<file path="src/rtl/mem_stage_pkg.sv">
// MEM stage shared types: opcodes, func3 encodings, FSM states
// and byte-enable / alignment helpers.
package mem_stage_pkg;

  localparam logic [6:0] OP_LOAD  = 7'b0000011;
  localparam logic [6:0] OP_STORE = 7'b0100011;

  typedef enum logic [2:0] {
    F3_B   = 3'd0,
    F3_H   = 3'd1,
    F3_W   = 3'd2,
    F3_D   = 3'd3,
    F3_BU  = 3'd4,
    F3_HU  = 3'd5,
    F3_WU  = 3'd6,
    F3_RSV = 3'd7
  } f3_e;

  typedef enum logic [1:0] {
    S_IDLE,
    S_REQ,
    S_WAIT_R,
    S_DRAIN
  } state_e;

  // sz: log2 of access size in bytes
  function automatic logic [7:0] be_mask(
    input logic [1:0] sz,
    input logic [2:0] lane
  );
    logic [7:0] m;
    unique case (sz)
      2'd0:    m = 8'h01 << lane;
      2'd1:    m = 8'h03 << lane;
      2'd2:    m = 8'h0F << lane;
      default: m = 8'hFF;
    endcase
    return m;
  endfunction

  function automatic logic misalign(
    input logic [1:0] sz,
    input logic [2:0] a
  );
    logic r;
    unique case (sz)
      2'd0:    r = 1'b0;
      2'd1:    r = a[0];
      2'd2:    r = |a[1:0];
      default: r = |a;
    endcase
    return r;
  endfunction

  function automatic logic f3_ok(
    input logic       ld,
    input logic [2:0] f3,
    input logic       x64
  );
    logic ok;
    unique case (f3)
      F3_B, F3_H, F3_W: ok = 1'b1;
      F3_D:             ok = x64;
      F3_BU, F3_HU:     ok = ld;
      F3_WU:            ok = ld & x64;
      default:          ok = 1'b0;
    endcase
    return ok;
  endfunction

endpackage

</file>
<file path="src/rtl/mem_stage_hs_ld_align.sv">
// Load data lane select and sign/zero extension.
module mem_ld_align
  import mem_stage_pkg::*;
#(
  parameter int XLEN = 32
) (
  input  logic [XLEN-1:0] rdata_i,
  input  logic [2:0]      lane_i,
  input  logic [2:0]      f3_i,
  output logic [XLEN-1:0] data_o
);

  logic [XLEN-1:0] sh;

  assign sh = rdata_i >> {lane_i, 3'b000};

  always_comb begin
    data_o = '0;
    unique case (f3_i)
      F3_B:    data_o = XLEN'($signed(sh[7:0]));
      F3_H:    data_o = XLEN'($signed(sh[15:0]));
      F3_W:    data_o = XLEN'($signed(sh[31:0]));
      F3_BU:   data_o = XLEN'(sh[7:0]);
      F3_HU:   data_o = XLEN'(sh[15:0]);
      F3_WU:   data_o = XLEN'(sh[31:0]);
      default: data_o = sh;
    endcase
  end

endmodule

</file>
<file path="src/rtl/mem_stage_hs.sv">
// MEM pipeline stage: EX->WB handshake, data memory
// request/grant/response, lane steering and flush handling.
module mem_stage_hs
  import mem_stage_pkg::*;
#(
  parameter int XLEN   = 32,
  parameter int ADDR_W = 32
) (
  input  logic              clk_i,
  input  logic              rst_i,
  input  logic              in_valid_i,
  output logic              in_ready_o,
  input  logic [ADDR_W-1:0] pc_i,
  input  logic [XLEN-1:0]   alu_i,
  input  logic [XLEN-1:0]   st_data_i,
  input  logic [31:0]       inst_i,
  input  logic              flush_i,
  output logic              dmem_req_o,
  output logic              dmem_we_o,
  output logic [ADDR_W-1:0] dmem_addr_o,
  output logic [XLEN/8-1:0] dmem_be_o,
  output logic [XLEN-1:0]   dmem_wdata_o,
  input  logic              dmem_gnt_i,
  input  logic              dmem_rvalid_i,
  input  logic [XLEN-1:0]   dmem_rdata_i,
  output logic              wb_valid_o,
  input  logic              wb_ready_i,
  output logic [XLEN-1:0]   wb_alu_o,
  output logic [ADDR_W-1:0] wb_pc4_o,
  output logic [XLEN-1:0]   wb_ld_o,
  output logic [31:0]       wb_inst_o,
  output logic              wb_err_o
);

  localparam int   NB  = XLEN / 8;
  localparam int   LB  = $clog2(NB);
  localparam logic X64 = (XLEN == 64);

  state_e            state_q;
  logic              req_q, we_q;
  logic [NB-1:0]     be_q, be_d;
  logic [ADDR_W-1:0] addr_q, addr_d;
  logic [XLEN-1:0]   wdata_q, wdata_d;
  logic [XLEN-1:0]   alu_q;
  logic [ADDR_W-1:0] pc4_q, pc4_d;
  logic [31:0]       inst_q;
  logic              wb_valid_q, wb_err_q;
  logic [XLEN-1:0]   wb_alu_q, wb_ld_q;
  logic [ADDR_W-1:0] wb_pc4_q;
  logic [31:0]       wb_inst_q;

  logic            is_ld, is_st, is_mem, bad, acc;
  logic [2:0]      f3, lane;
  logic [1:0]      sz;
  logic [XLEN-1:0] ld_data;

  always_comb begin
    is_ld = 1'b0;
    is_st = 1'b0;
    unique case (1'b1)
      inst_i[6:0] == OP_LOAD:  is_ld = 1'b1;
      inst_i[6:0] == OP_STORE: is_st = 1'b1;
      default: ;
    endcase
  end

  assign is_mem = is_ld | is_st;
  assign f3     = inst_i[14:12];
  assign sz     = f3[1:0];
  assign lane   = 3'(alu_i[LB-1:0]);
  assign bad    = is_mem & (~f3_ok(is_ld, f3, X64)
                  | misalign(sz, alu_i[2:0]));

  assign in_ready_o = (state_q == S_IDLE)
                    & (~wb_valid_q | wb_ready_i);
  assign acc        = in_valid_i & in_ready_o & ~flush_i;

  assign be_d   = NB'(be_mask(sz, lane));
  assign addr_d = ADDR_W'(alu_i) & ~ADDR_W'(NB - 1);
  assign pc4_d  = pc_i + ADDR_W'(4);

  always_comb begin
    wdata_d = st_data_i;
    unique case (sz)
      2'd0:    wdata_d = {NB{st_data_i[7:0]}};
      2'd1:    wdata_d = {(XLEN/16){st_data_i[15:0]}};
      2'd2:    wdata_d = {(XLEN/32){st_data_i[31:0]}};
      default: wdata_d = st_data_i;
    endcase
  end

  mem_ld_align #(.XLEN(XLEN)) u_align (
    .rdata_i (dmem_rdata_i),
    .lane_i  (3'(alu_q[LB-1:0])),
    .f3_i    (inst_q[14:12]),
    .data_o  (ld_data)
  );

  always_ff @(posedge clk_i) begin
    if (rst_i) begin
      state_q    <= S_IDLE;
      req_q      <= 1'b0;
      we_q       <= 1'b0;
      be_q       <= '0;
      addr_q     <= '0;
      wdata_q    <= '0;
      alu_q      <= '0;
      pc4_q      <= '0;
      inst_q     <= '0;
      wb_valid_q <= 1'b0;
      wb_alu_q   <= '0;
      wb_pc4_q   <= '0;
      wb_ld_q    <= '0;
      wb_inst_q  <= '0;
      wb_err_q   <= 1'b0;
    end else begin
      if (wb_valid_q && wb_ready_i) wb_valid_q <= 1'b0;
      unique case (state_q)
        S_IDLE: begin
          if (acc && is_mem && !bad) begin
            state_q <= S_REQ;
            req_q   <= 1'b1;
            we_q    <= is_st;
            be_q    <= be_d;
            addr_q  <= addr_d;
            wdata_q <= wdata_d;
            alu_q   <= alu_i;
            pc4_q   <= pc4_d;
            inst_q  <= inst_i;
          end else if (acc) begin
            wb_valid_q <= 1'b1;
            wb_alu_q   <= alu_i;
            wb_pc4_q   <= pc4_d;
            wb_ld_q    <= '0;
            wb_inst_q  <= inst_i;
            wb_err_q   <= bad;
          end
        end
        S_REQ: begin
          if (dmem_gnt_i || flush_i) begin
            req_q <= 1'b0;
            we_q  <= 1'b0;
            be_q  <= '0;
          end
          if (dmem_gnt_i && we_q) begin
            state_q <= S_IDLE;
            if (!flush_i) begin
              wb_valid_q <= 1'b1;
              wb_alu_q   <= alu_q;
              wb_pc4_q   <= pc4_q;
              wb_ld_q    <= '0;
              wb_inst_q  <= inst_q;
              wb_err_q   <= 1'b0;
            end
          end else if (dmem_gnt_i) begin
            state_q <= flush_i ? S_DRAIN : S_WAIT_R;
          end else if (flush_i) begin
            state_q <= S_IDLE;
          end
        end
        S_WAIT_R: begin
          // a response arriving with the flush is already drained
          if (dmem_rvalid_i) begin
            state_q <= S_IDLE;
            if (!flush_i) begin
              wb_valid_q <= 1'b1;
              wb_alu_q   <= alu_q;
              wb_pc4_q   <= pc4_q;
              wb_ld_q    <= ld_data;
              wb_inst_q  <= inst_q;
              wb_err_q   <= 1'b0;
            end
          end else if (flush_i) begin
            state_q <= S_DRAIN;
          end
        end
        S_DRAIN: begin
          if (dmem_rvalid_i) state_q <= S_IDLE;
        end
        default: state_q <= S_IDLE;
      endcase
    end
  end

  assign dmem_req_o   = req_q;
  assign dmem_we_o    = we_q;
  assign dmem_addr_o  = addr_q;
  assign dmem_be_o    = be_q;
  assign dmem_wdata_o = wdata_q;
  assign wb_valid_o   = wb_valid_q;
  assign wb_alu_o     = wb_alu_q;
  assign wb_pc4_o     = wb_pc4_q;
  assign wb_ld_o      = wb_ld_q;
  assign wb_inst_o    = wb_inst_q;
  assign wb_err_o     = wb_err_q;

endmodule

</file>
<file path="config.mk">
export PLATFORM = sky130hd
export DESIGN_NAME = mem_stage_hs
export DESIGN_NICKNAME = d
export VERILOG_FILES = /design/src/rtl/mem_stage_pkg.sv /design/src/rtl/mem_stage_hs_ld_align.sv /design/src/rtl/mem_stage_hs.sv
export SDC_FILE = /design/constraint.sdc
export NUM_CORES = 1
export LEC_CHECK = 0
export BUFFER_PORTS_ARGS = -buffer_cell sky130_fd_sc_hd__buf_2
export CAP_MARGIN = 10
export CORE_ASPECT_RATIO = 1.1
export CORE_MARGIN = 1.5
export CORE_UTILIZATION = 36
export DETAILED_ROUTE_END_ITERATION = 10
export HOLD_SLACK_MARGIN = 0.03
export SLEW_MARGIN = 15
export SYNTH_ARGS = -nofsm -noshare
export SYNTH_HDL_FRONTEND = slang
export SYNTH_SLANG_ARGS = --single-unit
</file>
<file path="constraint.sdc">
create_clock -name clk_i -period 4 [get_ports clk_i]
set_clock_uncertainty 0.1 [all_clocks]
set_input_delay 0.8 -clock clk_i [delete_from_list [all_inputs] [get_ports clk_i]]
set_output_delay 0.8 -clock clk_i [all_outputs]
set_load 0.03 [all_outputs]
</file>
Word level (Yosys, flattened, before mapping)
Index checks and enable logic that the tools add are counted.
{"block": "classes", "n_addsub": 1, "n_mul": 0, "div_mod_pow": 0, "order_cmp": 0, "eq_ne": 25, "n_shift": 4, "muxes": 62, "n_bitwise": 10, "reduce_logical": 21}
{"operator": "32-bit 2-to-1 mux", "n": 21}
{"operator": "32-bit case mux with 3 select lines", "n": 4}
{"operator": "32-bit case mux with 4 select lines", "n": 1}
{"operator": "32-bit case mux with 2 select lines", "n": 1}
{"operator": "32-bit by 3-bit adder with 32-bit output (second input constant)", "n": 1}
{"operator": "32-bit by 5-bit >> shifter with 32-bit output", "n": 1}
{"operator": "1-bit 2-to-1 mux", "n": 17}
{"operator": "2-bit inequality test (second input constant)", "n": 8}
{"operator": "2-bit 2-to-1 mux", "n": 7}
{"operator": "3-bit == test (second input constant)", "n": 4}
{"operator": "4-bit case mux with 3 select lines", "n": 1}
{"operator": "1-bit case mux with 3 select lines", "n": 3}
{"operator": "4-bit 2-to-1 mux", "n": 2}
{"operator": "2-bit case mux with 4 select lines", "n": 1}
{"operator": "4-bit case mux with 2 select lines", "n": 1}
{"operator": "7-bit by 2-bit == test with 1-bit output (second input constant)", "n": 1}
{"operator": "7-bit by 6-bit == test with 1-bit output (second input constant)", "n": 1}
{"operator": "7-bit AND reduction", "n": 1}
{"operator": "2-bit == test (second input constant)", "n": 3}
{"operator": "3-bit by 1-bit == test with 1-bit output (second input constant)", "n": 2}
{"operator": "3-bit zero test", "n": 2}
{"operator": "1-bit case mux with 2 select lines", "n": 3}
{"operator": "3-bit OR reduction", "n": 2}
{"operator": "5-bit AND reduction", "n": 1}
{"operator": "21 further kinds", "n": 34}
{"block": "totals", "reg_bits": 296, "latchBits": 0, "mem_bits_rw": 0, "rom_bits": 0, "out_inout_bits": 201, "n_memories": 0}

Depth between registers and ports, before layout
Gate-level depths: netlist (run 1).
{"block": "depth", "ltp_word": 10, "depth_mapped": 12, "depth_no_buf": 7}

By module
A second synthesis (run 1) with hierarchy kept.
{"block": "unflattened", "hier_cells": 1486, "area_unflattened_um2": 12290.5}
{"module": "mem_stage_hs", "n_inst": 1, "cells_per_inst": 1376, "area_each_um2": 11542.3}
{"module": "mem_ld_align", "n_inst": 1, "cells_per_inst": 110, "area_each_um2": 748.2}

Least setup slack after synthesis (run 1)
No wires, ideal clock.
{"block": "synth_path", "kind": "in2reg", "startpoint": "input port inst_i[13]", "endpoint": "register pc4_q[25]", "setup_ns": 0.132, "arrival_ns": 3.141, "required_ns": 3.768, "path_slack_ns": 0.628, "path_stages": 12, "cell_sequence": "buf_1 -> inv_1 -> ha_1 -> clkbuf_1 -> a211oi_1 -> o211ai_1 -> or3_4 -> buf_6 -> buf_6 -> buf_2 -> nor3_1 -> nor3_1"}
{"block": "synth_between", "elab_chain_cells": 9}
{"item": "start: declaration", "line": "mem_stage_hs.sv:16", "rtl": "input logic [31:0] inst_i,"}
{"item": "3-bit by 1-bit == test with 1-bit output, or another cell as far along", "line": "mem_stage_pkg.sv:61", "rtl": "unique case (f3)"}
{"item": "3-bit OR reduction or 2-bit OR reduction (tied branches)", "line": "mem_stage_pkg.sv:61"}
{"item": "1-bit case mux with 2 select lines", "line": "mem_stage_pkg.sv:61"}
{"item": "1-bit inverter", "line": "mem_stage_hs.sv:71", "rtl": "assign bad = is_mem & (~f3_ok(is_ld, f3, X64)"}
{"item": "1-bit bitwise OR (*)", "line": "mem_stage_hs.sv:72", "rtl": "| misalign(sz, alu_i[2:0]));"}
{"item": "1-bit AND (*)", "line": "mem_stage_hs.sv:71"}
{"item": "1-bit zero test (*)", "line": "mem_stage_hs.sv:120", "rtl": "if (acc && is_mem && !bad) begin"}
{"item": "1-bit logical AND (*)", "line": "mem_stage_hs.sv:120"}
{"item": "2-bit AND reduction (no line) (*)"}
{"item": "end signal: assignment", "line": "mem_stage_hs.sv:128", "rtl": "pc4_q <= pc4_d;"}
{"item": "end: declaration", "line": "mem_stage_hs.sv:45", "rtl": "logic [ADDR_W-1:0] pc4_q, pc4_d;"}
Mark *: on every way between the ends. The rest lies on a longest branch, timed or not.
A chain may end at the register's enable or synchronous reset.

Worst setup path after layout (run 1)
{"block": "layout_path", "startpoint": "register state_q[0]", "endpoint": "register wb_inst_q[24] (netlist: wb_inst_o[24])"}
{"block": "layout_between", "elab_chain_cells": 8}
{"item": "start: declaration", "line": "mem_stage_hs.sv:39", "rtl": "state_e state_q;"}
{"item": "start signal: assignment", "line": "mem_stage_hs.sv:156", "rtl": "state_q <= flush_i ? S_DRAIN : S_WAIT_R;"}
{"item": "2-bit zero test", "line": "mem_stage_hs.sv:74, mem_stage_hs.sv:118"}
{"item": "1-bit AND", "line": "mem_stage_hs.sv:75", "rtl": "& (~wb_valid_q | wb_ready_i);"}
{"item": "1-bit AND (2 in a row)", "line": "mem_stage_hs.sv:76", "rtl": "assign acc = in_valid_i & in_ready_o & ~flush_i;"}
{"item": "1-bit logical AND (2 in a row)", "line": "mem_stage_hs.sv:120"}
{"item": "2-bit inequality test (no line)"}
{"item": "5-bit AND reduction (no line)"}
{"item": "end signal: assignment", "line": "mem_stage_hs.sv:135", "rtl": "wb_inst_q <= inst_i;"}
{"item": "end signal: assignment", "line": "mem_stage_hs.sv:152", "rtl": "wb_inst_q <= inst_q;"}
{"item": "end signal: assignment", "line": "mem_stage_hs.sv:170", "rtl": "wb_inst_q <= inst_q;"}
{"item": "end: declaration", "line": "mem_stage_hs.sv:50", "rtl": "logic [31:0] wb_inst_q;"}
Several ways; a longest one is shown, not always the timed one.

==> impl_metrics.ini, run 1 <==
[sta]
min_period_over_period_pct = 78.7
hold_viol_final = 0
setup-tns-final_ns = 0
slew_violations = 0
rsz0062_at_grt = no
fmax_ghz = 0.318
setup_viol = 0
worstMarginPinSlew_ns = 1.04
slew_headroom_pct = 30.5
period_needed_ns = 3.15

[setup_path]
critPathKind = reg2reg
r2r_slack_ns = 0.85
endpoint_kind = register
start_kind = register
reg2regPathDepth = 8
crit_fanout = 41
rr_startpoint = state_q[0]$_SDFFE_PP0P_
cp.arrival_ns = 3.51
worstPathRequired_ns = 4.36
regToRegEndpoint = wb_inst_o[24]$_SDFFE_PP0P_

[job]
cap_viol_max_count = 0

[pwr]
leakagePower_nw = 6.05
power_mw = 6.61
vdd_drop_max_mv = 0.306
power_density_nw_per_um2 = 428

[finish]
final_common_cell = buf_2
final_net_count = 1908
layout-drive-gt1-share_pct = 26.0
fin_util_pct = 45.2
design_area_um2 = 15400
layout_common_cells = buf_2, dfxtp_1, a21oi_1, nand2_1, a211oi_1
fillers = 3377
fin_cells = 2192
area_growth_pct = 23.3

[drt]
drc = 0
ant_nets = 0
dr.first_iter.drc_count = 725
wirelength_um = 40500
avgRoutedWirePerCell_um = 18.5
vias = 11999
drt-pass1-iter-count = 6
vias_per_cell = 5.47

[yosys]
async_flop_share_pct = 0
synth.top_cells.by_area = dfxtp_1, a211oi_1, a21oi_1
yosysTopAreaCellShare_pct = 42.5
syn_area_um2 = 12500
synth_area_leader_cell = dfxtp_1
synth.distinct_cells = 65
yosys_warnings = 0
synth_edf_count = 0
ys_seq_elements = 266
avgSynthCellArea_um2 = 8.46
synthFlopType = dfxtp_1
yosysSeqAreaShare_pct = 42.5
syn_inst = 1480

[grt]
grt_pass1_vias = 11014
grt-ovfl-total = 0
grt_pass1_wl_um = 61900
antenna_found_initial = 4
grt_max_degree = 120
grtUsageTotal_pct = 21.4

[status]
outcome = complete, no violations

[floorplanning]
die_area_um2 = 35900
die_w_um = 181
fp.coreArea_um2 = 34200
fp.dieH_um = 199
fp-row-count = 71
initial_core_util_pct = 36.6
boundaryPins = 368

[cts]
tritoncts = done
post_cts_resized = 0
clkTransAtPathRegs_ns = 0.06
clock_sinks = 266
numCtsBuffers = 29
cts-root-buf = clkbuf_16
h-tree-depth = 1
hold_buffers = 0
post_cts_buffers = 0
clkLatencyLatePin_ns = 0.55
clk_path_buf_depth = 3

[hold_path]
holdPathStages = 2
worstHoldStart = inst_q[7]$_SDFFE_PP0P_
hold_class = reg2reg
hold_end = inst_q[7]$_SDFFE_PP0P_

[placement]
hpwl_um = 27500
gp_congestion = 0.852
place_inst = 2137
port_buffers = 365
dpl-instance-area_um2 = 14400
-- final cells by class --
class	instances	area, um^2	share of cell area, %
timing repair buffer	385	2090	13.5
clock inverter	14	209	1.35
inverter	31	116	0.754
sequential	266	5330	34.5
clock buffer	39	853	5.53
tap	438	548	3.55
multi-input combinational	1017	6300	40.8
antenna	2	5.00	0.0324
-- state kept, by name, summed over array words and instances (netlist names) --
name / flops
alu_q: 31
dmem_addr_o: 1
dmem_be_o: 4
dmem_req_o: 1
dmem_wdata_o: 32
dmem_we_o: 1
inst_q: 32
pc4_q: 32
state_q: 2
wb_alu_o: 32
wb_err_o: 1
wb_inst_o: 32
wb_ld_o: 32
wb_pc4_o: 32
wb_valid_o: 1
-- power breakdown --
part | internal [mW] | total [mW] | switching (mW)
Sequential | 2.73 | 2.77 | 0.0411
Combinational | 0.304 | 0.891 | 0.587
Clock | 1.81 | 2.95 | 1.14
-- per-stage QoR --
stage               hold slack [ns]  worst slack (ns)
floorplan                     0.335             0.628
global route                  0.374             0.577
global placement              0.336             0.562
CTS                           0.355             0.838
finish                        0.355             0.852
detailed placement            0.342             0.489
-- synth_stat cells, types with 18 or more instances --
master,number
a211oi_1,124
a21oi_1,184
a22o_1,24
buf_2,23
buf_4,32
clkbuf_1,94
dfxtp_1,266
inv_1,31
mux2i_1,92
nand2_1,179
nand3_1,27
nand4_1,27
nor2_1,79
nor2b_1,18
nor3_1,31
o21ai_0,69
-- how the worst max path moves through the flow --
| stage | from | to | cells past startpoint |
|---|---|---|---|
| after floorplan | inst_i[13] | pc4_q[25]$_SDFFE_PP0P_ | 12 |
| after global placement | inst_i[12] | wb_inst_o[19]$_SDFFE_PP0P_ | 9 |
| after detailed placement | inst_i[12] | wb_inst_o[18]$_SDFFE_PP0P_ | 9 |
| after CTS | state_q[0]$_SDFFE_PP0P_ | wb_inst_o[25]$_SDFFE_PP0P_ | 8 |
| after global routing | state_q[0]$_SDFFE_PP0P_ | wb_alu_o[26]$_SDFFE_PP0P_ | 8 |
| final | state_q[0]$_SDFFE_PP0P_ | wb_inst_o[24]$_SDFFE_PP0P_ | 8 |
-- worst max-delay path: stages, from the launching register on --
cell and delay, ns:
dfxtp_1 0.38, inv_1 0.12, ha_1 0.45, nor2b_1 0.28, a211oi_1 0.41, and3_4 0.71, buf_12 0.25, a21oi_1 0.08
a211oi_1 0.24
-- per-layer routing --
layer / vias to the layer above / GRT usage [%] / share of wire, %
met4: 4 / 6.54 / 2.7
met2: 404 / 37.1 / 49
met5: - / 0 / 0.064
met3: 64 / 5.00 / 6.7
li1: 5812 / - / -
met1: 5715 / 26.3 / 42
-- kinds of logic (layout without fill, tap and decap cells) --
kind of cell             after synthesis  in the layout  share of synthesized area (%)
buffers and inverters                198            469                           7.48
multiplexers                          93             93                           7.53
other                                  1              4                         0.0299
AND/OR/NAND/NOR                      413            413                           15.5
adder cells (fa/ha/maj)               11             11                           1.10
AO/OA/AOI/OAI                        483            483                           24.8
flip-flops                           266            266                           42.5
XOR/XNOR                              15             15                           1.05
(Power assumes the default switching activity.)
==> run 2, diff against run 1 <==
- clock period: 4 -> 3 ns (I/O delays scaled with it)
==> run 2 against run 1 <==
Effect of this change: first-iteration DRC count down 3.2%; power rose by 26%; clock-buffer cell count increased by 3; die area unchanged; combinational power rose by 35%; sequential power grew 33%; register-to-register slack got worse by 0.48 ns; cell count up 0.64%; global-route usage down 0.14 points; largest power group is now registers.
==> impl_metrics.ini, run 2 (synthesis results as in run 1) <==
[job]
cap_viol_max_count = 0

[drt]
drc = 0
vias_per_cell = 5.38
drt-pass1-iter-count = 5
avgRoutedWirePerCell_um = 18.1
vias = 11876
wirelength_um = 39900
dr.first_iter.drc_count = 702
ant_nets = 0

[pwr]
p_int_mw = 6.03
leakagePower_nw = 6.08
power_mw = 8.32
power_frac_clock_pct = 41.3
switching_share_pct = 27.5
vdd_drop_max_mv = 0.383
p_comb_share_pct = 14.4
p_sw_mw = 2.29
power_density_nw_per_um2 = 539
p_seq_share_pct = 44.3

[setup_path]
start_kind = register
endpoint_kind = register
rr_startpoint = state_q[0]$_SDFFE_PP0P_
cp_top_family = compound AO/OA/AOI/OAI gates
cp.arrival_ns = 2.98
critPathBufInv = 2
path_cells = inv_1 -> ha_1 -> nor2b_1 -> a211oi_1 -> and3_4 -> buf_12 -> a21oi_1 -> a211oi_1
critPathMostFrequentCell = a211oi_1
slowest_stage = and3_4
critPathKind = reg2reg
r2r_slack_ns = 0.37
worstPathRequired_ns = 3.36
reg2regPathDepth = 8
regToRegEndpoint = wb_alu_o[25]$_SDFFE_PP0P_
cpPeakStageDelay_ns = 0.42
crit_fanout = 50

[cts]
numCtsBuffers = 29
clkTransAtPathRegs_ns = 0.07
post_cts_buffers = 0
clock_sinks = 266
h-tree-depth = 1
hold_buffers = 0
clk_path_buf_depth = 3
clkLatencyLatePin_ns = 0.55
tritoncts = done
cts-root-buf = clkbuf_16
post_cts_resized = 0

[placement]
port_buffers = 365
place_inst = 2151
gp_congestion = 0.847
hpwl_um = 27600
pre_cts_ws_ns = 0.0531
dpl-instance-area_um2 = 14500

[hold_path]
holdPathStages = 3
worstHoldStart = inst_i[15]
hold_end = inst_q[15]$_SDFFE_PP0P_
hold_class = in2reg

[sta]
min_period_over_period_pct = 87.6
slew_headroom_pct = 49.9
worstMarginPinSlew_ns = 0.750
rsz0062_at_grt = no
setup_ws_ns = 0.373
setup_viol = 0
slew_violations = 0
final.hold.worst_slack_ns = 0.191
period_needed_ns = 2.63
fmax_ghz = 0.381
setup-tns-final_ns = 0
hold_viol_final = 0

[status]
outcome = complete, no violations

[floorplanning]
initial_core_util_pct = 36.6
boundaryPins = 368
fp-row-count = 71
fp.coreArea_um2 = 34200
die_w_um = 181
die_area_um2 = 35900
fp.dieH_um = 199

[grt]
grtUsageTotal_pct = 21.2
grt_pass1_vias = 11042
antenna_found_initial = 3
grt_max_degree = 132
grt_pass1_wl_um = 61800
grt-ovfl-total = 0

[finish]
ff_latch_area_um2 = 5330
final_common_cell = buf_2
layout-drive-gt1-share_pct = 26.3
fin_cells = 2206
fin_util_pct = 45.2
layout_common_cells = buf_2, dfxtp_1, a21oi_1, nand2_1, a211oi_1
multi_input_area_um2 = 6300
final_net_count = 1922
area_growth_pct = 23.4
design_area_um2 = 15500
fillers = 3381
## run 2: cell count changes in the layout (fill, tap and decap cells not counted), sizes merged
cell / previous run / this run
buf: 384 / 398
bufinv: 5 / 0
clkbuf: 40 / 43
clkinv: 6 / 8
diode: 2 / 4
clkinvlp: 1 / 0
inv: 33 / 32
## run 2: worst register-to-register path: stages, from the launching register on
cell      delay [ns]
dfxtp_1         0.41
inv_1           0.13
ha_1            0.22
nor2b_1         0.18
a211oi_1        0.41
and3_4          0.42
buf_12          0.30
a21oi_1         0.12
a211oi_1        0.25
## run 2: per-layer routing
layer | global-route usage [%] | vias to the layer above | part of all wire [%]
met5 | 0 | - | 0.033
met2 | 36.1 | 399 | 48
met4 | 8.15 | 2 | 3.3
met3 | 4.03 | 75 | 6.7
li1 | - | 5844 | -
met1 | 26.6 | 5556 | 42
## run 2: layout make-up
type                            count  area share, %
Antenna cell                        4         0.0648
Clock buffer                       42           5.59
Clock inverter                      9          0.316
Inverter                           31          0.753
Multi-Input combinational cell   1017           40.8
Sequential cell                   266           34.5
Tap cell                          438           3.55
Timing Repair Buffer              399           14.5
## run 2: power groups by stage
stage,clock network (mW),logic (mW),registers (mW)
floorplan,0,0.533,3.95
global placement,0,1.19,3.76
detailed placement,0,1.20,3.76
CTS,3.53,1.21,3.69
global route,3.68,1.29,3.70
finish,3.44,1.20,3.69
## run 2: worst max path at each step
stage,from,cells past startpoint,to
finish,state_q[0]$_SDFFE_PP0P_,8,wb_alu_o[25]$_SDFFE_PP0P_
global route,state_q[0]$_SDFFE_PP0P_,8,wb_alu_o[13]$_SDFFE_PP0P_
CTS,state_q[0]$_SDFFE_PP0P_,8,wb_alu_o[25]$_SDFFE_PP0P_
detailed placement,inst_i[13],9,dmem_wdata_o[24]$_SDFFE_PP0P_
global placement,inst_i[13],9,dmem_wdata_o[24]$_SDFFE_PP0P_
floorplan,inst_i[13],12,pc4_q[25]$_SDFFE_PP0P_
